<file path="config.mk">
export PLATFORM = sky130hd
export DESIGN_NAME = sa_sched_ctrl
export DESIGN_NICKNAME = d
export VERILOG_FILES = /design/src/rtl/sa_sched_ctrl.sv
export SDC_FILE = /design/constraint.sdc
export NUM_CORES = 1
export LEC_CHECK = 0
export ABC_AREA = 1
export CAP_MARGIN = 40
export CORE_AREA = 2 2 528 530
export DETAILED_ROUTE_END_ITERATION = 8
export DIE_AREA = 0 0 530 532
export GPL_TIMING_DRIVEN = 0
export HOLD_SLACK_MARGIN = 0.12
export PLACE_DENSITY = 0.44
export SLEW_MARGIN = 20
export SYNTH_ARGS = -nofsm -noshare
export SYNTH_HDL_FRONTEND = slang
export SYNTH_SLANG_ARGS = --single-unit
</file>
<file path="constraint.sdc">
create_clock -name clk -period 6.4 [get_ports clk]
set_input_delay 1.6 -clock clk [delete_from_list [all_inputs] [get_ports clk]]
set_output_delay 1.6 -clock clk [all_outputs]
set_load 0.01 [all_outputs]
</file>
<file path="src/rtl/sa_sched_ctrl.sv">
// Job scheduler for a ROWS x COLS weight-stationary systolic array.
// It loads weights from the top edge, feeds skewed activations from the left, and deskews the bottom-edge results.
module sa_sched_ctrl #(
  parameter int DATA_WIDTH = 32,
  parameter int ROWS       = 10,
  parameter int COLS       = 5,
  parameter int KW         = 8
) (
  input  logic                       clk,
  input  logic                       rst_n,
  input  logic                       start,
  input  logic [KW-1:0]              k_len,
  output logic                       busy,
  output logic                       done,
  input  logic                       w_valid,
  output logic                       w_ready,
  input  logic [COLS*DATA_WIDTH-1:0] w_data,
  input  logic                       a_valid,
  output logic                       a_ready,
  input  logic [ROWS*DATA_WIDTH-1:0] a_data,
  output logic [ROWS*COLS-1:0]       sa_mode,
  output logic [COLS-1:0]            sa_en_up,
  output logic [COLS*DATA_WIDTH-1:0] sa_data_up,
  output logic [ROWS-1:0]            sa_en_left,
  output logic [ROWS*DATA_WIDTH-1:0] sa_data_left,
  input  logic [COLS-1:0]            sa_en_down,
  input  logic [COLS*DATA_WIDTH-1:0] sa_data_down,
  output logic                       r_valid,
  output logic [COLS*DATA_WIDTH-1:0] r_data
);
  localparam int DW  = DATA_WIDTH;
  localparam int LCW = $clog2(ROWS + 1);

  typedef enum logic [2:0] {S_IDLE, S_LOAD, S_STREAM, S_DRAIN, S_DONE} state_t;

  state_t         state, state_nxt;
  logic [LCW-1:0] load_cnt;
  logic [KW-1:0]  k_reg, a_cnt, r_cnt;
  logic           start_ok, w_fire, a_fire, r_count_en;

  assign start_ok   = (state == S_IDLE) && start;
  assign w_fire     = w_valid && w_ready;
  assign a_fire     = a_valid && a_ready;
  assign r_count_en = (state == S_STREAM) || (state == S_DRAIN);

  // NOTE: sequential state uses non-blocking assignments so every flop samples pre-edge values.
  always_ff @(posedge clk or negedge rst_n) begin
    if (!rst_n) state <= S_IDLE;
    else        state <= state_nxt;
  end

  // NOTE: every combinational output gets a default first, so no path can infer a latch.
  always_comb begin
    state_nxt = state;
    unique case (state)
      S_IDLE:   if (start) state_nxt = S_LOAD;
      S_LOAD:   if (w_fire && load_cnt == LCW'(ROWS - 1))
                  state_nxt = (k_reg != '0) ? S_STREAM : S_DONE;
      S_STREAM: if (a_fire && a_cnt == k_reg - KW'(1)) state_nxt = S_DRAIN;
      S_DRAIN:  if (r_cnt == k_reg) state_nxt = S_DONE;
      S_DONE:   state_nxt = S_IDLE;
      default:  state_nxt = S_IDLE;
    endcase
  end

  always_comb begin
    busy       = 1'b0;
    done       = 1'b0;
    w_ready    = 1'b0;
    a_ready    = 1'b0;
    sa_mode    = '0;
    sa_en_up   = '0;
    sa_data_up = '0;
    unique case (state)
      S_LOAD: begin
        busy    = 1'b1;
        w_ready = 1'b1;
        sa_mode = '1;
        if (w_valid) begin
          sa_en_up   = '1;
          sa_data_up = w_data;
        end
      end
      S_STREAM: begin
        busy    = 1'b1;
        a_ready = (a_cnt != k_reg);
      end
      S_DRAIN: busy = 1'b1;
      S_DONE:  done = 1'b1;
      default: ;
    endcase
  end

  // Job counters saturate at their limit and restart only on an accepted start.
  always_ff @(posedge clk or negedge rst_n) begin
    if (!rst_n) begin
      load_cnt <= '0;
      a_cnt    <= '0;
      r_cnt    <= '0;
      k_reg    <= '0;
    end else if (start_ok) begin
      load_cnt <= '0;
      a_cnt    <= '0;
      r_cnt    <= '0;
      k_reg    <= k_len;
    end else begin
      if (w_fire && load_cnt != LCW'(ROWS))    load_cnt <= load_cnt + LCW'(1);
      if (a_fire && a_cnt != k_reg)            a_cnt    <= a_cnt + KW'(1);
      if (r_valid && r_count_en && r_cnt != k_reg) r_cnt <= r_cnt + KW'(1);
    end
  end

  // Left-edge skew: row i is delayed i cycles. Row 0 passes straight through.
  for (genvar i = 0; i < ROWS; i++) begin : g_skew
    logic [DW-1:0] row_in;
    assign row_in = a_fire ? a_data[i*DW +: DW] : '0;
    if (i == 0) begin : g_pass
      assign sa_en_left[i]            = a_fire;
      assign sa_data_left[i*DW +: DW] = row_in;
    end else begin : g_chain
      logic [i-1:0]  en_q;
      logic [DW-1:0] data_q [i];
      always_ff @(posedge clk or negedge rst_n) begin
        if (!rst_n) begin
          en_q <= '0;
          // NOTE: the data stages are cleared too, so the outputs read zero right after reset.
          for (int s = 0; s < i; s++) data_q[s] <= '0;
        end else begin
          en_q[0]   <= a_fire;
          data_q[0] <= row_in;
          for (int s = 1; s < i; s++) begin
            en_q[s]   <= en_q[s-1];
            data_q[s] <= data_q[s-1];
          end
        end
      end
      assign sa_en_left[i]            = en_q[i-1];
      assign sa_data_left[i*DW +: DW] = data_q[i-1];
    end
  end

  // Output deskew: column j waits COLS-1-j cycles, so a result row lines up with the last column.
  for (genvar j = 0; j < COLS; j++) begin : g_deskew
    localparam int D = COLS - 1 - j;
    logic [DW-1:0] col_in;
    assign col_in = sa_en_down[j] ? sa_data_down[j*DW +: DW] : '0;
    if (D == 0) begin : g_pass
      assign r_data[j*DW +: DW] = col_in;
    end else begin : g_chain
      logic [DW-1:0] data_q [D];
      always_ff @(posedge clk or negedge rst_n) begin
        if (!rst_n) begin
          for (int s = 0; s < D; s++) data_q[s] <= '0;
        end else begin
          data_q[0] <= col_in;
          for (int s = 1; s < D; s++) data_q[s] <= data_q[s-1];
        end
      end
      assign r_data[j*DW +: DW] = data_q[D-1];
    end
  end

  assign r_valid = sa_en_down[COLS-1];

endmodule

</file>
# Word-level counts from Yosys, hierarchy flattened
# Cells that the tools add are included.
# op_classes
n_addsub	4
multipliers	0
n_div	0
magnitude_cmp	0
n_eq_ne	14
shifts	0
mux	36
bitwise_logic	0
reduce_logical	17
# op_table
op	n
32-bit 2-to-1 mux	15
160-bit 2-to-1 mux	2
50-bit 2-to-1 mux	1
8-bit 2-to-1 mux	4
8-bit by 1-bit adder with 8-bit output (second input constant)	2
8-bit equality test	2
8-bit inequality test	2
3-bit 2-to-1 mux	5
3-bit case mux with 4 select lines	1
5-bit 2-to-1 mux	2
1-bit logical AND	9
4-bit 2-to-1 mux	2
8-bit nonzero test	1
8-bit by 1-bit subtractor with 8-bit output (second input constant)	1
3-bit by 2-bit equality test with 1-bit output (second input constant)	2
2-bit nonzero test	3
4-bit by 1-bit adder with 4-bit output (second input constant)	1
4-bit equality test (second input constant)	1
1-bit 2-to-1 mux	4
2-bit by 1-bit inequality test with 1-bit output (second input constant)	2
2-bit inequality test (second input constant)	2
4-bit inequality test (second input constant)	1
4-bit AND reduction	1
3-bit by 1-bit equality test with 1-bit output (second input constant)	1
other kinds (4)	4
# totals
register_bits	1836
latchBits	0
ramBits	0
romBits	0
inputBits	658
out_inout_bits	710
wordCells	140
mem_count	0

# Longest topological paths before layout
# Gate-level depths: netlist of run 1.
# logic_depth
word_depth	6
mapped_depth	12
ltp_nobuf	12

# Least setup slack after synthesis of run 1
# No wires, ideal clock.
# synth_path
path_kind	in2out
startpoint	in w_valid
endpoint	out sa_data_up[78]
t_arrival_ns	2.612
required_time_ns	4.800
path_slack_ns	2.188
cell_stages	5
path_buffers	3
cell_sequence	clkbuf_1 > clkbuf_1 > buf_1 > nand2_1 > nor2_1
# synth_via
elab_chain_cells	2
# synth_lines
element	line_no	source
start: declaration	15	input logic w_valid,
160-bit 2-to-1 mux	79	if (w_valid) begin
160-bit 2-to-1 mux	74	unique case (state)
end: declaration	23	output logic [COLS*DATA_WIDTH-1:0] sa_data_up,
# Every way passes these cells.

# Worst setup path in the final report of run 1
# layout_path
startpoint	in w_valid
endpoint	out sa_data_up[148]
# The elaborated chain is that of the path after synthesis.

==> impl_metrics.tcl, run 1 <==
set metrics [dict create \
    status "finished, final reports clean" \
    reg2reg_from "k_reg[7]" \
    crit_fanout 10 \
    grt_pass1_wl_um 263000 \
    yosysWarnings 0 \
    num-nets-final 6094 \
    top_register "g_skew.g_chain.data_q" \
    die-area_um2 282000 \
    synth_top_area_cell "dfrtp_1" \
    num_vias 31600 \
    postSynth.asyncResetShare 1.00 \
    min_to "g_skew[3].g_chain.data_q[48]" \
    dpl_cell_area_um2 76100 \
    yosys.area_share.simple 0.103 \
    fin_hold_ws_ns 0.285 \
    dp_slack_ns 0.411 \
    worst_hold_startpoint "g_skew[3].g_chain.data_q[80]" \
    seqPwrFrac 0.475 \
    required_ns 4.80 \
    fmaxAchievable_ghz 0.173 \
    synth-main-ff-cell "dfrtp_1" \
    synth_compound_area_frac 0.00336 \
    gp_congestion 0.892 \
    syn_inst 3836 \
    hold_depth 0 \
    p_comb_frac 0.047 \
    setup_tns_ns 0 \
    firstDrtPassIters 5 \
    p_int_mw 19.0 \
    post_cts.repair.setup_buffers 0 \
    io_pins 1368 \
    layout-drive-gt1-share 0.199 \
    finalHoldViolations 0 \
    arrival_ns 4.17 \
    syn_area_um2 57300 \
    netlist.area_leader.share 0.786 \
    synth-seq-area-share 0.786 \
    p_leak_nw 41.2 \
    ys_ff_latch 1800 \
    power_density_nw_per_um2 292 \
    die-height_um 532 \
    portBuffers 1365 \
    p_clk_frac 0.478 \
    fillCellCount 27800 \
    cts_max_level 4 \
    irDropWorstVdd_uv 185 \
    num_rows 193 \
    rr_worst_depth 8 \
    clkSinkCount 1800 \
    drv_cap 0 \
    crit_type "input port to primary output" \
    clk_pin_slew_worst_paths_ns 0.06 \
    hold_path_class "flip-flop to flip-flop" \
    switching_share 0.217 \
    maxSlewHeadroom 0.467 \
    synth_top_family_by_area "buffers and inverters" \
    drt_iter0_drc 1541 \
    p_switching_mw 5.27 \
    ant_nets 0 \
    grt_antenna_before_repair 120 \
    multi_input_area_um2 6350 \
    r2r-end "g_skew[4].g_chain.data_q[124]" \
    area_growth_pct 45.0 \
    synth_nets 4500 \
    totalWireLength_um 191000 \
    synth_mux_area_frac 0 \
    coreArea_um2 276000 \
    clock_latency_ns 0.84 \
    synthXorXnorAreaFrac 0.00288 \
    min_period_ns 5.77 \
    synth-edff-count 0 \
    seqCellArea_um2 45000 \
    clockRootBuffer "clkbuf_16" \
    synth_adder_area_share 0.00131 \
    holdBufCountCts 0 \
    clockBufferDepth 4 \
    grt_pass1_vias 34100 \
    startpoint_type "input port" \
    via_per_inst 3.37 \
    timing.final.crit_share 0.901 \
    dp_hpwl_um 153000 \
    overflow 0 \
    finClkSkew_ns 0.0634 \
    grt_max_degree 153 \
    largest_reg_flops 1184 \
    worst_pin_slew_ns 0.799 \
    critPathCaptureType "primary output" \
    grt_usage 0.134 \
    die_w_um 530 \
    post-route-drc-count 0 \
    ys_top_cells_by_area "dfrtp_1 (79%), nor2_4 (5.9%), buf_4 (5.4%), inv_1 (3.4%), nand2_1 (2.6%)" \
    syn_avg_cell_area_um2 14.9 \
    ff2ff_setup_slack_ns 4.23 \
    drv_slew 0 \
    grt_setup_unrepaired "no" \
    final_area_um2 83100 \
    ys_types 32 \
    cts_made_buffers 206 \
    start_util 0.208 \
    finalWorstSetupSlack_ns 0.634 \
    finalSetupViolCount 0 \
    cts_tree "yes" \
    wl_per_cell_um 20.4 \
    ctsResizeCount 0 \
]
## cells by family (layout without fill, tap and decap cells)
family / count (synthesis) / in the layout
other: 0 / 104
adder cells (fa/ha/maj): 6 / 6
buffers and inverters: 1023 / 2767
AND/OR/NAND/NOR: 953 / 953
XOR/XNOR: 18 / 18
AO/OA/AOI/OAI: 36 / 36
flip-flops: 1800 / 1800
## placed cells by master (no fill, tap or decap), drive strengths merged, types with 12 or more instances in the layout
cell type and n:
diode 104, bufinv 12, dfrtp 1800, clkinv 39
clkbuf 336, clkdlybuf4s50 1364, nor2 515, inv 532
buf 477, o21ai 22, nand3 24, nand2 400
## how the worst max path moves through the flow
stage / start / endpoint / slack, ns / cells after the start
after floorplan: w_valid / sa_data_up[78] / 2.19 / 5
after global placement: rst_n / g_skew[1].g_chain.data_q[13] / -78.68 / 1
after detailed placement: w_valid / sa_data_up[148] / 0.41 / 8
after CTS: w_valid / sa_data_up[148] / 0.41 / 8
after global routing: w_valid / sa_data_up[148] / 0.39 / 8
final: w_valid / sa_data_up[148] / 0.63 / 8
## metal layers
layer	GRT usage	vias to the layer above	wire, um
met4	0.0824	8	14200
li1	-	14100	-
met1	0.112	15800	54400
met5	0	-	51
met2	0.273	1264	111000
met3	0.0327	472	11800
## critical path: stages
cell and delay [ns]:
clkbuf_1 0.23, buf_6 0.21, clkbuf_1 0.36, buf_6 0.23, clkbuf_1 0.35, nand2_1 0.37, nor2_1 0.19, clkdlybuf4s50_1 0.57
## synthesized netlist by cell type, drive strengths merged, types with 2 or more instances
cell and instances:
nand2 400, inv 520, o31ai 3, xnor2 11, ha 6, clkbuf 47
buf 455, o21ai 22, dfrtp 1800, xor2 7, nand4 5, nor3 6
nor4 2, o22ai 2, a21oi 8, nor2 515, nand3 24
## stage by stage
step	util	cells	total power, mW
after floorplan	-	3836	12.1
after global placement	0.274	8906	13.0
after detailed placement	0.276	8927	12.9
after CTS	0.301	9285	24.9
after global routing	0.301	9371	25.4
final	0.301	9389	24.3
## power groups by stage
stage / clock, mW / sequential [mW] / combinational (mW)
floorplan: 0 / 11.8 / 0.306
global placement: 0 / 11.9 / 1.10
detailed placement: 0 / 11.8 / 1.17
CTS: 12.1 / 11.6 / 1.18
global route: 12.6 / 11.6 / 1.27
finish: 11.6 / 11.6 / 1.14
## final cells by class
| cell class | count | share of cell area |
|---|---|---|
| sequential | 1800 | 0.542 |
| timing repair buffer | 1386 | 0.170 |
| multi-input combinational | 1013 | 0.0764 |
| clock buffer | 289 | 0.0716 |
| tap | 3705 | 0.0558 |
| buffer | 502 | 0.0480 |
| inverter | 521 | 0.0235 |
| clock inverter | 69 | 0.00953 |
| antenna | 104 | 0.00313 |
(Power assumes the default switching activity.)
==> run 2, diff against run 1 <==
--- a/config.mk
+++ b/config.mk
@@ -6,7 +6,7 @@
 export NUM_CORES = 1
 export LEC_CHECK = 0
 export ABC_AREA = 1
-export CAP_MARGIN = 40
+export CAP_MARGIN = 5
 export CORE_AREA = 2 2 528 530
 export DETAILED_ROUTE_END_ITERATION = 8
 export DIE_AREA = 0 0 530 532
==> run 2 against run 1 <==
Critical endpoint unchanged; largest cell class unchanged; clock power hardly changed; wire length hardly changed; first-iteration DRC count is 5.3% lower; global-route usage is 0.069 points higher; critical path depth is 2 lower; sequential cell count stayed put; cell count hardly changed; clock-buffer cell count is 8 lower; clock skew is 0.0026 ns higher; utilization hardly changed; die area stayed put.
==> impl_metrics.tcl, run 2 (same netlist as run 1, synthesis figures left out) <==
set metrics [dict create \
    irDropWorstVdd_uv 235 \
    grt_pass1_vias 34100 \
    p_switching_mw 5.38 \
    startpoint_type "input port" \
    final_area_um2 83100 \
    grt_setup_unrepaired "no" \
    num-nets-final 6084 \
    firstDrtPassIters 5 \
    ant_nets 0 \
    drv_slew 0 \
    grt_usage 0.135 \
    die-height_um 532 \
    route.met3.wl_um 12400 \
    portBuffers 1365 \
    final_cell_mix "dfrtp_1 (1800), clkdlybuf4s50_1 (1364), inv_1 (514)" \
    p_clk_frac 0.477 \
    clock_latency_ns 0.86 \
    hold_path_class "flip-flop to flip-flop" \
    coreArea_um2 276000 \
    arrival_ns 4.59 \
    cts_made_buffers 202 \
    num_rows 193 \
    ff2ff_setup_slack_ns 3.96 \
    holdBufCountCts 0 \
    clockBufferDepth 4 \
    finalWorstSetupSlack_ns 0.215 \
    layout-drive-gt1-share 0.199 \
    p_leak_nw 41.2 \
    largest_reg_flops 1184 \
    dp_hpwl_um 154000 \
    post_cts.repair.setup_buffers 0 \
    grt_antenna_before_repair 121 \
    dr.max_layer_used "met5" \
    finalHoldViolations 0 \
    top_register "g_skew.g_chain.data_q" \
    clk_pin_slew_worst_paths_ns 0.06 \
    area_growth_pct 44.9 \
    dp_slack_ns -0.460 \
    power_density_nw_per_um2 292 \
    final_common_cell "dfrtp_1" \
    r2r-end "load_cnt[3]" \
    cts_max_level 4 \
    wl_met2_um 110000 \
    cts_tree "yes" \
    totalWireLength_um 191000 \
    p_int_mw 18.9 \
    start_util 0.208 \
    grt_max_degree 153 \
    wl_per_cell_um 20.4 \
    drt_iter0_drc 1459 \
    io_pins 1368 \
    hold_depth 0 \
    worst_hold_startpoint "g_skew[8].g_chain.data_q[160]" \
    rr_worst_depth 8 \
    clockRootBuffer "clkbuf_16" \
    multi_input_area_um2 6350 \
    seqCellArea_um2 45000 \
    ctsResizeCount 2 \
    critPathCaptureType "primary output" \
    required_ns 4.80 \
    fillCellCount 27900 \
    num_vias 31500 \
    met1_length_um 53700 \
    maxSlewHeadroom 0.308 \
    clkSinkCount 1800 \
    switching_share 0.222 \
    status "finished, final reports clean" \
    finalSetupViolCount 0 \
    fin_hold_ws_ns 0.286 \
    die_w_um 530 \
    worst_pin_slew_ns 1.04 \
    min_period_ns 6.19 \
    fmaxAchievable_ghz 0.162 \
    min_to "g_skew[8].g_chain.data_q[128]" \
    post-route-drc-count 0 \
    p_comb_frac 0.047 \
    dpl_cell_area_um2 76100 \
    reg2reg_from "state[2]" \
    grt_pass1_wl_um 265000 \
    timing.final.crit_share 0.966 \
    via_per_inst 3.35 \
    crit_type "input port to primary output" \
    seqPwrFrac 0.476 \
    crit_fanout 10 \
    drv_cap 0 \
    die-area_um2 282000 \
    finClkSkew_ns 0.0660 \
    gp_congestion 0.892 \
    overflow 0 \
]
[run 2: worst max-delay path by stage]
| stage | slack (ns) | cells past startpoint | endpoint | from |
|---|---|---|---|---|
| floorplan | 2.19 | 5 | sa_data_up[78] | w_valid |
| global placement | -78.68 | 1 | g_skew[1].g_chain.data_q[13] | rst_n |
| detailed placement | -0.46 | 6 | sa_data_up[119] | w_valid |
| CTS | 0.1 | 6 | sa_data_up[148] | w_valid |
| global route | 0.14 | 6 | sa_data_up[148] | w_valid |
| finish | 0.21 | 6 | sa_data_up[148] | w_valid |
[run 2: cell type report]
cell class,instances,area share
clock buffers,281,0.0697
plain buffers,502,0.0481
clock inverters,81,0.0116
multi-input cells,1013,0.0764
diodes,99,0.00298
inverters,521,0.0235
flip-flops and latches,1800,0.542
repair buffers,1380,0.170
well taps,3705,0.0558
[run 2: worst max-delay path: stages]
cell             delay [ns]
clkbuf_1               0.74
clkbuf_2               0.57
clkbuf_1               0.39
nand2_1                0.43
nor2_1                 0.22
clkdlybuf4s50_1        0.57
[run 2: power groups by stage]
| stage | registers (mW) | logic (mW) | clock network (mW) |
|---|---|---|---|
| floorplan | 11.8 | 0.306 | 0 |
| global placement | 11.9 | 1.10 | 0 |
| detailed placement | 11.8 | 1.17 | 0 |
| CTS | 11.6 | 1.18 | 12.1 |
| global route | 11.6 | 1.27 | 12.6 |
| finish | 11.6 | 1.14 | 11.6 |
[run 2: layer usage]
layer / global-route usage / vias to the layer above
met2: 0.268 / 1180
met3: 0.0347 / 435
met4: 0.0950 / 6
li1: - / 14100
met1: 0.112 / 15700
met5: 0 / -
[run 2: metrics by stage]
| stage | TNS [ns] | power, mW | cells | util |
|---|---|---|---|---|
| after CTS | 0 | 24.8 | 9283 | 0.300 |
| final | 0 | 24.3 | 9382 | 0.301 |
| after global routing | 0 | 25.4 | 9362 | 0.301 |
| after detailed placement | -4.36 | 12.9 | 8921 | 0.276 |
| after floorplan | 0 | 12.1 | 3836 | - |
| after global placement | - | 13.0 | 8906 | 0.274 |
